==> config.mk <==
export PLATFORM = sky130hd
export DESIGN_NAME = trap_ctrl
export DESIGN_NICKNAME = d
export VERILOG_FILES = /design/src/rtl/trap_ctrl.sv
export SDC_FILE = /design/constraint.sdc
export NUM_CORES = 1
export LEC_CHECK = 0
export ABC_CLOCK_PERIOD_IN_PS = 1900
export CAP_MARGIN = 15
export CORE_MARGIN = 4
export CORE_UTILIZATION = 40
export CTS_CLUSTER_SIZE = 12
export DETAILED_ROUTE_END_ITERATION = 8
export GPL_ROUTABILITY_DRIVEN = 0
export PLACE_DENSITY = 0.84
export SLEW_MARGIN = 20
export SYNTH_ARGS = -nofsm -noshare
export SYNTH_HDL_FRONTEND = slang
export SYNTH_SLANG_ARGS = --single-unit
==> constraint.sdc <==
create_clock -name clk -period 1.9 [get_ports clk]
set_input_delay 0.19 -clock clk [delete_from_list [all_inputs] [get_ports clk]]
set_output_delay 0.19 -clock clk [all_outputs]
set_load 0.05 [all_outputs]
==> src/rtl/trap_ctrl.sv <==
// trap_ctrl: trap sequencer and write-port arbiter for the machine-mode CSR file.
//
// Owns the single CSR write port. In IDLE it arbitrates between ecall entry,
// mret return, timer interrupt entry and pass-through instruction CSR writes.
// Trap sequences write mepc, mcause and mstatus on consecutive cycles, then
// redirect the IFU to mtvec. mret rewrites mstatus and redirects to mepc.
//
// Ports:
//   clk, rst_n                  clock, asynchronous active-low reset
//   exc_valid/exc_pc/exc_cause  ecall request (held until exc_ack)
//   mret_valid                  mret request (held until mret_ack)
//   irq, irq_pc                 level timer interrupt and its mepc value
//   ins_csr_req/addr/wdata      instruction CSR write request (held until ins_csr_gnt)
//   csr_rdata                   combinational CSR read data for csr_raddr
//   exc_ack, mret_ack           one-cycle acceptance pulses
//   ins_csr_gnt                 one-cycle grant for the instruction CSR write
//   csr_we/waddr/wdata          CSR file write port
//   csr_raddr                   CSR file read address (0 when unused)
//   redirect_valid/redirect_pc  one-cycle PC redirect to the IFU
//   busy                        high in every non-IDLE state

module trap_ctrl (
    input  logic        clk,
    input  logic        rst_n,
    input  logic        exc_valid,
    input  logic [31:0] exc_pc,
    input  logic [31:0] exc_cause,
    input  logic        mret_valid,
    input  logic        irq,
    input  logic [31:0] irq_pc,
    input  logic        ins_csr_req,
    input  logic [11:0] ins_csr_addr,
    input  logic [31:0] ins_csr_wdata,
    input  logic [31:0] csr_rdata,
    output logic        exc_ack,
    output logic        mret_ack,
    output logic        ins_csr_gnt,
    output logic        csr_we,
    output logic [11:0] csr_waddr,
    output logic [31:0] csr_wdata,
    output logic [11:0] csr_raddr,
    output logic        redirect_valid,
    output logic [31:0] redirect_pc,
    output logic        busy
);

    localparam logic [11:0] CsrMstatus = 12'h300;
    localparam logic [11:0] CsrMtvec   = 12'h305;
    localparam logic [11:0] CsrMepc    = 12'h341;
    localparam logic [11:0] CsrMcause  = 12'h342;

    localparam logic [31:0] IrqCause   = 32'h8000_0007;

    typedef enum logic [2:0] {
        StIdle,
        StTEpc,
        StTCause,
        StTStatus,
        StTVec,
        StRStatus,
        StRPc
    } state_e;

    state_e      state_q, state_d;
    logic [31:0] pc_q, pc_d;
    logic [31:0] cause_q, cause_d;
    logic        mie_q, mie_d;

    always_ff @(posedge clk or negedge rst_n) begin
        if (!rst_n) begin
            state_q <= StIdle;
            pc_q    <= 32'h0;
            cause_q <= 32'h0;
            mie_q   <= 1'b0;
        end else begin
            state_q <= state_d;
            pc_q    <= pc_d;
            cause_q <= cause_d;
            mie_q   <= mie_d;
        end
    end

    always_comb begin
        state_d        = state_q;
        pc_d           = pc_q;
        cause_d        = cause_q;
        mie_d          = mie_q;
        exc_ack        = 1'b0;
        mret_ack       = 1'b0;
        ins_csr_gnt    = 1'b0;
        csr_we         = 1'b0;
        csr_waddr      = 12'h0;
        csr_wdata      = 32'h0;
        csr_raddr      = 12'h0;
        redirect_valid = 1'b0;
        redirect_pc    = 32'h0;
        busy           = 1'b0;

        // While reset is held, IDLE pass-through would otherwise leak requests
        // onto the outputs; keep everything quiet until release.
        if (rst_n) begin
            unique case (state_q)
                StIdle: begin
                    if (exc_valid) begin
                        exc_ack = 1'b1;
                        pc_d    = exc_pc;
                        cause_d = exc_cause;
                        state_d = StTEpc;
                    end else if (mret_valid) begin
                        mret_ack = 1'b1;
                        state_d  = StRStatus;
                    end else if (irq && mie_q) begin
                        pc_d    = irq_pc;
                        cause_d = IrqCause;
                        state_d = StTEpc;
                    end else if (ins_csr_req) begin
                        ins_csr_gnt = 1'b1;
                        csr_we      = 1'b1;
                        csr_waddr   = ins_csr_addr;
                        csr_wdata   = ins_csr_wdata;
                        // Keep the MIE shadow coherent with software writes.
                        if (ins_csr_addr == CsrMstatus) begin
                            mie_d = ins_csr_wdata[3];
                        end
                    end
                end

                StTEpc: begin
                    busy      = 1'b1;
                    csr_we    = 1'b1;
                    csr_waddr = CsrMepc;
                    csr_wdata = pc_q;
                    state_d   = StTCause;
                end

                StTCause: begin
                    busy      = 1'b1;
                    csr_we    = 1'b1;
                    csr_waddr = CsrMcause;
                    csr_wdata = cause_q;
                    state_d   = StTStatus;
                end

                StTStatus: begin
                    // Read sees the pre-write value: MPIE<=MIE, MIE<=0, MPP<=11.
                    busy      = 1'b1;
                    csr_raddr = CsrMstatus;
                    csr_we    = 1'b1;
                    csr_waddr = CsrMstatus;
                    csr_wdata = (csr_rdata & ~32'h0000_1888) | 32'h0000_1800 |
                                {24'h0, csr_rdata[3], 7'h0};
                    mie_d     = 1'b0;
                    state_d   = StTVec;
                end

                StTVec: begin
                    // Direct mode only: mode bits of mtvec are ignored.
                    busy           = 1'b1;
                    csr_raddr      = CsrMtvec;
                    redirect_valid = 1'b1;
                    redirect_pc    = {csr_rdata[31:2], 2'b00};
                    state_d        = StIdle;
                end

                StRStatus: begin
                    // MIE<=MPIE, MPIE<=1; MPP stays 11 on an M-only core.
                    busy      = 1'b1;
                    csr_raddr = CsrMstatus;
                    csr_we    = 1'b1;
                    csr_waddr = CsrMstatus;
                    csr_wdata = (csr_rdata & ~32'h0000_0088) | 32'h0000_0080 |
                                {28'h0, csr_rdata[7], 3'h0};
                    mie_d     = csr_rdata[7];
                    state_d   = StRPc;
                end

                StRPc: begin
                    busy           = 1'b1;
                    csr_raddr      = CsrMepc;
                    redirect_valid = 1'b1;
                    redirect_pc    = csr_rdata;
                    state_d        = StIdle;
                end

                default: begin
                    state_d = StIdle;
                end
            endcase
        end
    end

endmodule

======== After elaboration in Yosys (flattened, before gate mapping) ========
Cells that the tools add are included.
cells by class
  muxes and demuxes ....................... 51
  equal/unequal tests ..................... 14
  reduce and logical (&&, ||, !) cells .... 11
  bitwise operators ....................... 2
operators by type and width
  operator              number
  $mux 32               12
  $pmux 32 s5           1
  $pmux 32 s2           1
  $mux 12               5
  $pmux 12 s4           1
  $or 32x4->32          1
  $or 32x8->32          1
  $pmux 10 s3           1
  $mux 1                23
  $pmux 3 s5            1
  $eq 12x10->1 const B  1
  $ne 2x2->1 const B    6
  $mux 10               1
  $eq 3x3->1 const B    3
  $mux 3                3
  $reduce_and 7->1      1
  $eq 3x2->1 const B    2
  $reduce_or 6->1       1
  $ne 4x4->1 const B    1
  $reduce_and 4->1      1
  $reduce_or 2->1       2
  $reduce_or 4->1       1
  $eq 3x1->1 const B    1
  $logic_not 3->1       1
  6 further kinds       6
storage, ports and cells
  flip-flop bits (word level) ............. 68
  logic and storage cells ................. 82
  input bits .............................. 178
  output and inout bits ................... 94

======== Logic depth before layout (Yosys ltp) ========
Gate-level depths: netlist (run 1).
  depth after elaboration ................. 7
  mapped depth ............................ 7
  mapped depth without buffers ............ 4

======== Worst setup path after synthesis (run 1) ========
OpenSTA, ideal clock, no wires.
  path type ............................... reg2out
  from .................................... register state_q[0]
  to ...................................... output csr_raddr[2]
  data required time ...................... 1.710 ns
  setup slack ............................. -0.660 ns
  path buffers ............................ 3
  cell stages (with the launch flop) ...... 5
  arrival ................................. 2.370 ns
  path through ............................ dfrtp_1 > buf_2 > buf_2 > buf_2 > nor4_1
between the ends
  word-level cells in the longest chain between the ends .. 4
  elaborated cells between the ends (all ways) .. 7
  classes of those cells .................. eq/ne (4); mux (2); reduce/logical (1)
ends and longest elaborated chain
  item                                             RTL line  RTL
  start: declaration                               64        state_e state_q, state_d;
  start signal: assignment                         71        state_q <= StIdle;
  start signal: assignment                         76        state_q <= state_d;
  $eq 3x3->1 / $eq 3x2->1 (equally long branches)  102       unique case (state_q)
  $reduce_or 2->1 (no line)                        -
  $pmux 10 s3 *                                    102
  $mux 10 *                                        101       if (rst_n) begin
  end: declaration                                 41        output logic [11:0] csr_raddr,
Every way passes the cells marked *; elsewhere a longest branch is shown, timed or not.

======== Worst setup path in the final report (run 1) ========
  from .................................... register state_q[0]
  to ...................................... output redirect_pc[1]
between the ends
  word-level cells in the longest chain between the ends .. 3
  elaborated cells between the ends (all ways) .. 4
  classes of those cells .................. eq/ne (2); mux (2)
ends and longest elaborated chain
  item              RTL line  RTL
  $eq 3x3->1        102
  $pmux 32 s2 *     102
  $mux 32 *         101
  end: declaration  43        output logic [31:0] redirect_pc,
Marks and branches as above.

==> results.md, run 1 <==
* Status: complete, but fails checks
* Failing checks: negative setup slack
* Crit. Startpoint: state_q[0]$_DFFE_PN0P_
* Ys async rst share at 1.00
* Pre-Repair DR Iteration Count at 7
* Worst setup margin at -0.355 ns
* Most used DFF post-synth: dfrtp_1
* Initial core utilization at 0.410
* Clock Skews at around 0.013 ns
* Vias at roughly 6000
* Period utilization at 1.19
* Post-synth EDFFs at 0
* DR DRC count at 0
* Unrepaired setup endpoints after global routing: true
* Worst reg2reg setup slack at -0.09 ns
* Syn Area/Cell at between 9 and 10 sq um
* Pleak at 4.24 nW
* Critical-path top delay cell: dfrtp_2
* Core area at ~12000 sq um
* Crit-path max FO at 21
* CP arrival at 2.06 ns
* Clock buffer count from CTS at 9
* CP Data Required Time at roughly 1.7 ns
* Synth Instances at between 500 and 600
* Layout cells sized above 1 at 0.469
* Fmax at around 440 MHz
* Max stage delay on crit path at between 0.4 and 0.5 ns
* Min cycle time layout at roughly 2.3 ns
* Fin util at 0.869
* Area delta synth->final at 112%
* Crit path kind: flop to output port
* Clk buf depth at 2
* Drt via density at around 6.2
* CP Capture Type: output port
* First-pass GRT wire length at about 33 mm
* Synth unique cells at 46
* CP cell instances: buf_12 -> nor3_4 -> buf_6 -> buf_4 -> buf_12 -> and3_4 -> buf_12
* Worst Tran Pin Value at ~0.74 ns
* Leading area contributor after synthesis: dfrtp_1
* Clock transition at path regs at roughly 0.060 ns
* Width of the chip at ~120 microns
* Tot GR Track Use at 0.297
* Dpl hpwl at roughly 15 mm
* YS warnings at 0
* Final setup fails at 121
* Final wirelength at 25.4 mm
* Routed len/inst at about 26 microns
* Number of global-route vias before repair at 6096
* CTS tree: built
* CTS Root Cell: clkbuf_16
* Max-Cap Viols at 0
* Antenna Nets Post-Route at 0
* Setup TNS Final at -21.52 ns
* Worst hold path type: input pin to asynchronous set/reset pin
* Synthesized flop and latch total at between 60 and 70
* Antenna violations before repair at 2
* Cell mode on critical path: buf_12
* Slew Limit Headroom at 0.507
* Top Ports at about 270
* H-tree levels at 3
* Final Hold Vio Count at 0
* Most common cell in the netlist: nand2_1
* Port buffer count at between 200 and 300
* Mapped Area at between 4000 and 5000 sq um
* Die H at 119 microns
* RR Startpoint: state_q[0]$_DFFE_PN0P_
* WHS at between 0.15 and 0.2 ns
* Skew-Pair Late Insertion Delay at between 0.3 and 0.4 ns
* DP Area at between 9000 and 10000 sq um
* Nets at slightly below 1000
* Worst r2r dst: cause_q[3]$_DFFE_PN0P_
* Area contributors post-synth: dfrtp_1 35%, a22o_1 10%, mux2_2 6.9%
* Yosys top cell area share at 0.346
* Clock sinks at slightly below 70
* Worst setup path endpoint: redirect_pc[1]
* Initial DRC count at 480
* Synth cell count leaders: 70 x nand2_1, 68 x dfrtp_1, 56 x a22o_1
* Worst IR Drop VDD at between 0.0008 and 0.0009 V
* Final slew viol count at 0
* Pwr/cell area at between 1000 and 1500 nW/um^2
* Row count at 40
* Fill count at around 550
* Final std cells w/o fill at a little under 1000
* Finished Cell Area at between 10000 and 15000 sq um
* Global route overflow at 0
* Startpoint types: flop
* Placed Cells at 913
* Die Area at between 10000 and 15000 sq um
* R2R depth at 7
* Largest net degree at the start of global routing at 55
* Sequential fraction of the synthesis area at 0.346
## logic make-up (layout without fill, tap and decap cells)
logic type	Yosys count	in the layout	synth area share
buffers and inverters	63	357	0.0778
multiplexers	62	62	0.134
XOR/XNOR	2	2	0.00356
flip-flops	68	68	0.346
AND/OR/NAND/NOR	140	140	0.146
other	1	9	0.000762
AO/OA/AOI/OAI	180	182	0.293
## power by group
part	leakage (nW)	internal, mW	switching, mW
sequential	0.845	2.12	0.605
clock	0.167	1.29	0.650
combinational	3.23	4.89	5.37
## metrics by stage
step	setup WS, ns	power [mW]
floorplan	-0.0863	7.51
global placement	-0.136	10.8
detailed placement	-0.166	11.1
CTS	-0.259	13.6
global route	-0.405	15.4
finish	-0.355	14.9
## cell type report
cell class | count | area (sq um) | area share
Timing Repair Buffer | 336 | 4530 | 0.434
Multi-Input combinational cell | 393 | 3640 | 0.349
Sequential cell | 68 | 1700 | 0.163
Clock buffer | 10 | 229 | 0.0219
Tap cell | 147 | 184 | 0.0176
Clock inverter | 6 | 113 | 0.0108
Inverter | 5 | 31.3 | 0.00300
Antenna cell | 2 | 5.00 | 0.000480
## registers in the layout (all words and copies together) (netlist names)
signal / cells
cause_q: 32
pc_q: 32
state_q: 3
mie_q: 1
## worst max-delay path, delay by kind of cell (launching register included)
family	cells	cell delay [ns]
flip-flops	1	0.47
AND/OR/NAND/NOR	2	0.53
buffers and inverters	5	0.71
## layer usage
metal  vias to the layer above  global-route usage  part of all wire
met5                         -                   0                 0
met4                         0               0.112             0.044
met3                        98              0.0708             0.076
met2                       435               0.540              0.52
met1                      2946               0.334              0.36
li1                       2486                   -                 -
## layout by cell type (no fill, tap or decap), types with 3 or more instances in the layout
master           count
a21oi_2              5
a21oi_4             27
a22o_1              56
a22oi_1              5
a22oi_2             28
and2_4              38
buf_12             103
buf_4               27
buf_6               15
bufinv_16            3
clkbuf_16           17
clkdlybuf4s50_1    175
conb_1               7
dfrtp_1             66
mux2_2              30
mux2i_1             32
nand2_1             40
nand2_2             16
nand2_4             14
nand3_1              3
nor2_4               4
o21ai_0             13
o21ai_1             13
o21ai_2             15
o21ai_4              4
o22a_1               4
## what timing repair did
action / CTS / global route
hold buffers: 2 / 0
hold endpoints to repair: 14 / 0
resized for setup: 47 / 132
setup buffers: 14 / 8
pin swaps: 25 / 36
cloned: 3 / 14
endpoints found under the setup margin: 83 / 148
## how the worst min path moves through the flow
stage	from	endpoint	slack (ns)	depth (start not counted)
2_1_floorplan	rst_n	cause_q[0]$_DFFE_PN0P_	-0.11	0
3_3_place_gp	rst_n	mie_q$_DFFE_PN0P_	0.03	1
3_5_place_dp	rst_n	mie_q$_DFFE_PN0P_	0.03	1
4_1_cts	rst_n	cause_q[22]$_DFFE_PN0P_	0.16	2
5_1_grt	rst_n	state_q[0]$_DFFE_PN0P_	0.23	2
6_report	rst_n	cause_q[22]$_DFFE_PN0P_	0.19	2
(Power assumes the default switching activity.)
==> inputs of run 2 (changes only) <==
==> constraint.sdc (replaced) <==
create_clock -name clk -period 1.9 [get_ports clk]
set_input_delay 0.285 -clock clk [delete_from_list [all_inputs] [get_ports clk]]
set_output_delay 0.285 -clock clk [all_outputs]
set_load 0.05 [all_outputs]
==> run 2 against run 1 <==
Net effect:
- the run still ends with negative setup slack left
- first-iteration DRC count grew 35%
- critical path depth rose by 1
- setup slack worse by 0.19 ns
- fmax fell by 7.6%
- cell count is 5.0% higher
- count of clock-buffer cells in the layout up 1
- register-to-register slack got worse by 0.20 ns
- critical path type unchanged
==> results.md, run 2 (synthesized netlist as in run 1, its figures left out) <==
* Clk buf depth at 2
* Core area at about 12000 sq um
* CP Data Required Time at 1.62 ns
* Largest net degree at the start of global routing at 50
* Worst IR Drop VDD at between 0.0007 and 0.0008 V
* Dpl hpwl at 15.5 mm
* Cell mode on critical path: buf_12
* Failing checks: negative setup slack
* Most Used Layer, Global Route: met2
* WHS at 0.0873 ns
* Critical-path top delay cell: dfrtp_2
* Period utilization at 1.28
* GRT met3 Usage at 0.0992
* CTS tree: built
* Row count at 40
* Fill count at approximately 370
* Initial core utilization at 0.410
* Grt met1 use at 0.375
* Fin util at 0.912
* Top flop regs: cause_q x32, pc_q x32, state_q x3
* Pwr/cell area at roughly 1400 nW/um^2
* Top Ports at ~270
* Setup TNS Final at -50.50 ns
* Max stage delay on crit path at about 0.45 ns
* CTS Root Cell: clkbuf_16
* Antenna violations before repair at 2
* CP Capture Type: output port
* Clock buffer count from CTS at 9
* Status: complete, but fails checks
* Tot GR Track Use at 0.355
* Startpoint types: flop
* Unrepaired setup endpoints after global routing: true
* CP cell instances: buf_6 -> nor2b_4 -> buf_12 -> buf_12 -> a22o_1 -> nand2_1 -> a21oi_2 -> buf_12
* Number of global-route vias before repair at between 6000 and 7000
* Fmax at 410 MHz
* Vias at 6531
* Final setup fails at ~150
* First-pass GRT wire length at between 30 and 40 mm
* DR DRC count at 0
* Pre-Repair DR Iteration Count at 5
* Commonest non-fill, non-tap cell in the layout: clkdlybuf4s50_1
* Worst Tran Pin Value at approximately 0.7 ns
* Total power at 15.8 mW
* Clock transition at path regs at 0.07 ns
* Antenna Nets Post-Route at 0
* CP arrival at 2.16 ns
* Most frequent cells in the layout: 175 x clkdlybuf4s50_1, 99 x buf_12, 66 x dfrtp_1
* Slew Limit Headroom at 0.525
* Layout cells sized above 1 at 0.479
* Pleak at ~4.6 nW
* Crit path kind: flop to output port
* Area delta synth->final at 122%
* Final Hold Vio Count at 0
* Skew-Pair Late Insertion Delay at between 0.3 and 0.4 ns
* Clock Skews at between 0.01 and 0.015 ns
* Routed len/inst at roughly 30 microns
* Die Area at between 10000 and 15000 sq um
* Drt via density at between 6 and 7
* Min cycle time layout at between 2 and 2.5 ns
* Port buffer count at approximately 260
* Antenna diodes at 0
* H-tree levels at 3
* Max-Cap Viols at 0
* Global route overflow at 0
* Worst hold path type: input pin to asynchronous set/reset pin
* Final slew viol count at 0
* GRT met2 Usage at 0.642
* Clock sinks at between 60 and 70
* Initial DRC count at between 600 and 700
* Crit-path max FO at 18
* Die H at 119 microns
* Worst setup margin at -0.540 ns
* Width of the chip at 119 microns
* Nets at 1041
* Final wirelength at ~30 mm
## run 2: final cells by class
| cell class | count | area (sq um) | area share |
|---|---|---|---|
| tap | 147 | 184 | 0.0168 |
| clock inverter | 5 | 82.6 | 0.00754 |
| timing repair buffer | 388 | 5130 | 0.469 |
| clock buffer | 11 | 253 | 0.0231 |
| multi-input combinational | 391 | 3560 | 0.325 |
| inverter | 5 | 30.0 | 0.00274 |
| sequential | 68 | 1700 | 0.156 |
## run 2: metal layers
layer	up-vias	part of all wire
li1	2578	-
met1	3148	0.33
met2	592	0.49
met3	209	0.098
met4	4	0.083
met5	-	0.0010
## run 2: power breakdown
group	total (mW)	leakage, nW	internal (mW)	switching, mW
combinational	11.2	3.54	5.28	5.90
sequential	2.70	0.845	2.12	0.582
clock	1.94	0.166	1.23	0.710
total	15.8	4.55	8.63	7.19
## run 2: through the flow
step           setup WS [ns]  instance area [sq um]  cells
5_1_grt               -0.539                  11000   1015
2_1_floorplan         -0.156                   5360    522
6_report              -0.540                  11000   1015
3_5_place_dp          -0.464                   9220    939
3_3_place_gp          -0.344                   9220    939
4_1_cts               -0.345                  10400    995
## run 2: path summary, 6_finish.rpt
kind | from | slack [ns] | depth (start not counted) | end
min | rst_n | 0.09 | 2 | pc_q[28]$_DFFE_PN0P_
max | state_q[0]$_DFFE_PN0P_ | -0.54 | 8 | csr_wdata[2]
max reg2reg | state_q[2]$_DFFE_PN0P_ | -0.29 | 10 | pc_q[21]$_DFFE_PN0P_
min reg2reg | pc_q[8]$_DFFE_PN0P_ | 0.49 | 2 | pc_q[8]$_DFFE_PN0P_
min in group clk | rst_n | 0.38 | 3 | state_q[2]$_DFFE_PN0P_
max in group asynchronous | rst_n | 1.21 | 2 | pc_q[17]$_DFFE_PN0P_
## run 2: repair_timing
item / CTS / global route
gates cloned: 10 / 15
setup endpoints to repair: 85 / 127
hold buffers: 1 / 0
setup buffers: 30 / 6
gates resized for setup: 111 / 59
hold endpoints to repair: 3 / 0
pin swaps: 41 / 15
## run 2: critical path, delay by kind of cell (launching register included)
kind	cells	cell delay (ns)
buffers and inverters	4	0.64
DFF	1	0.45
AOI/OAI and AO/OA	2	0.41
and+or+nand+nor	2	0.32
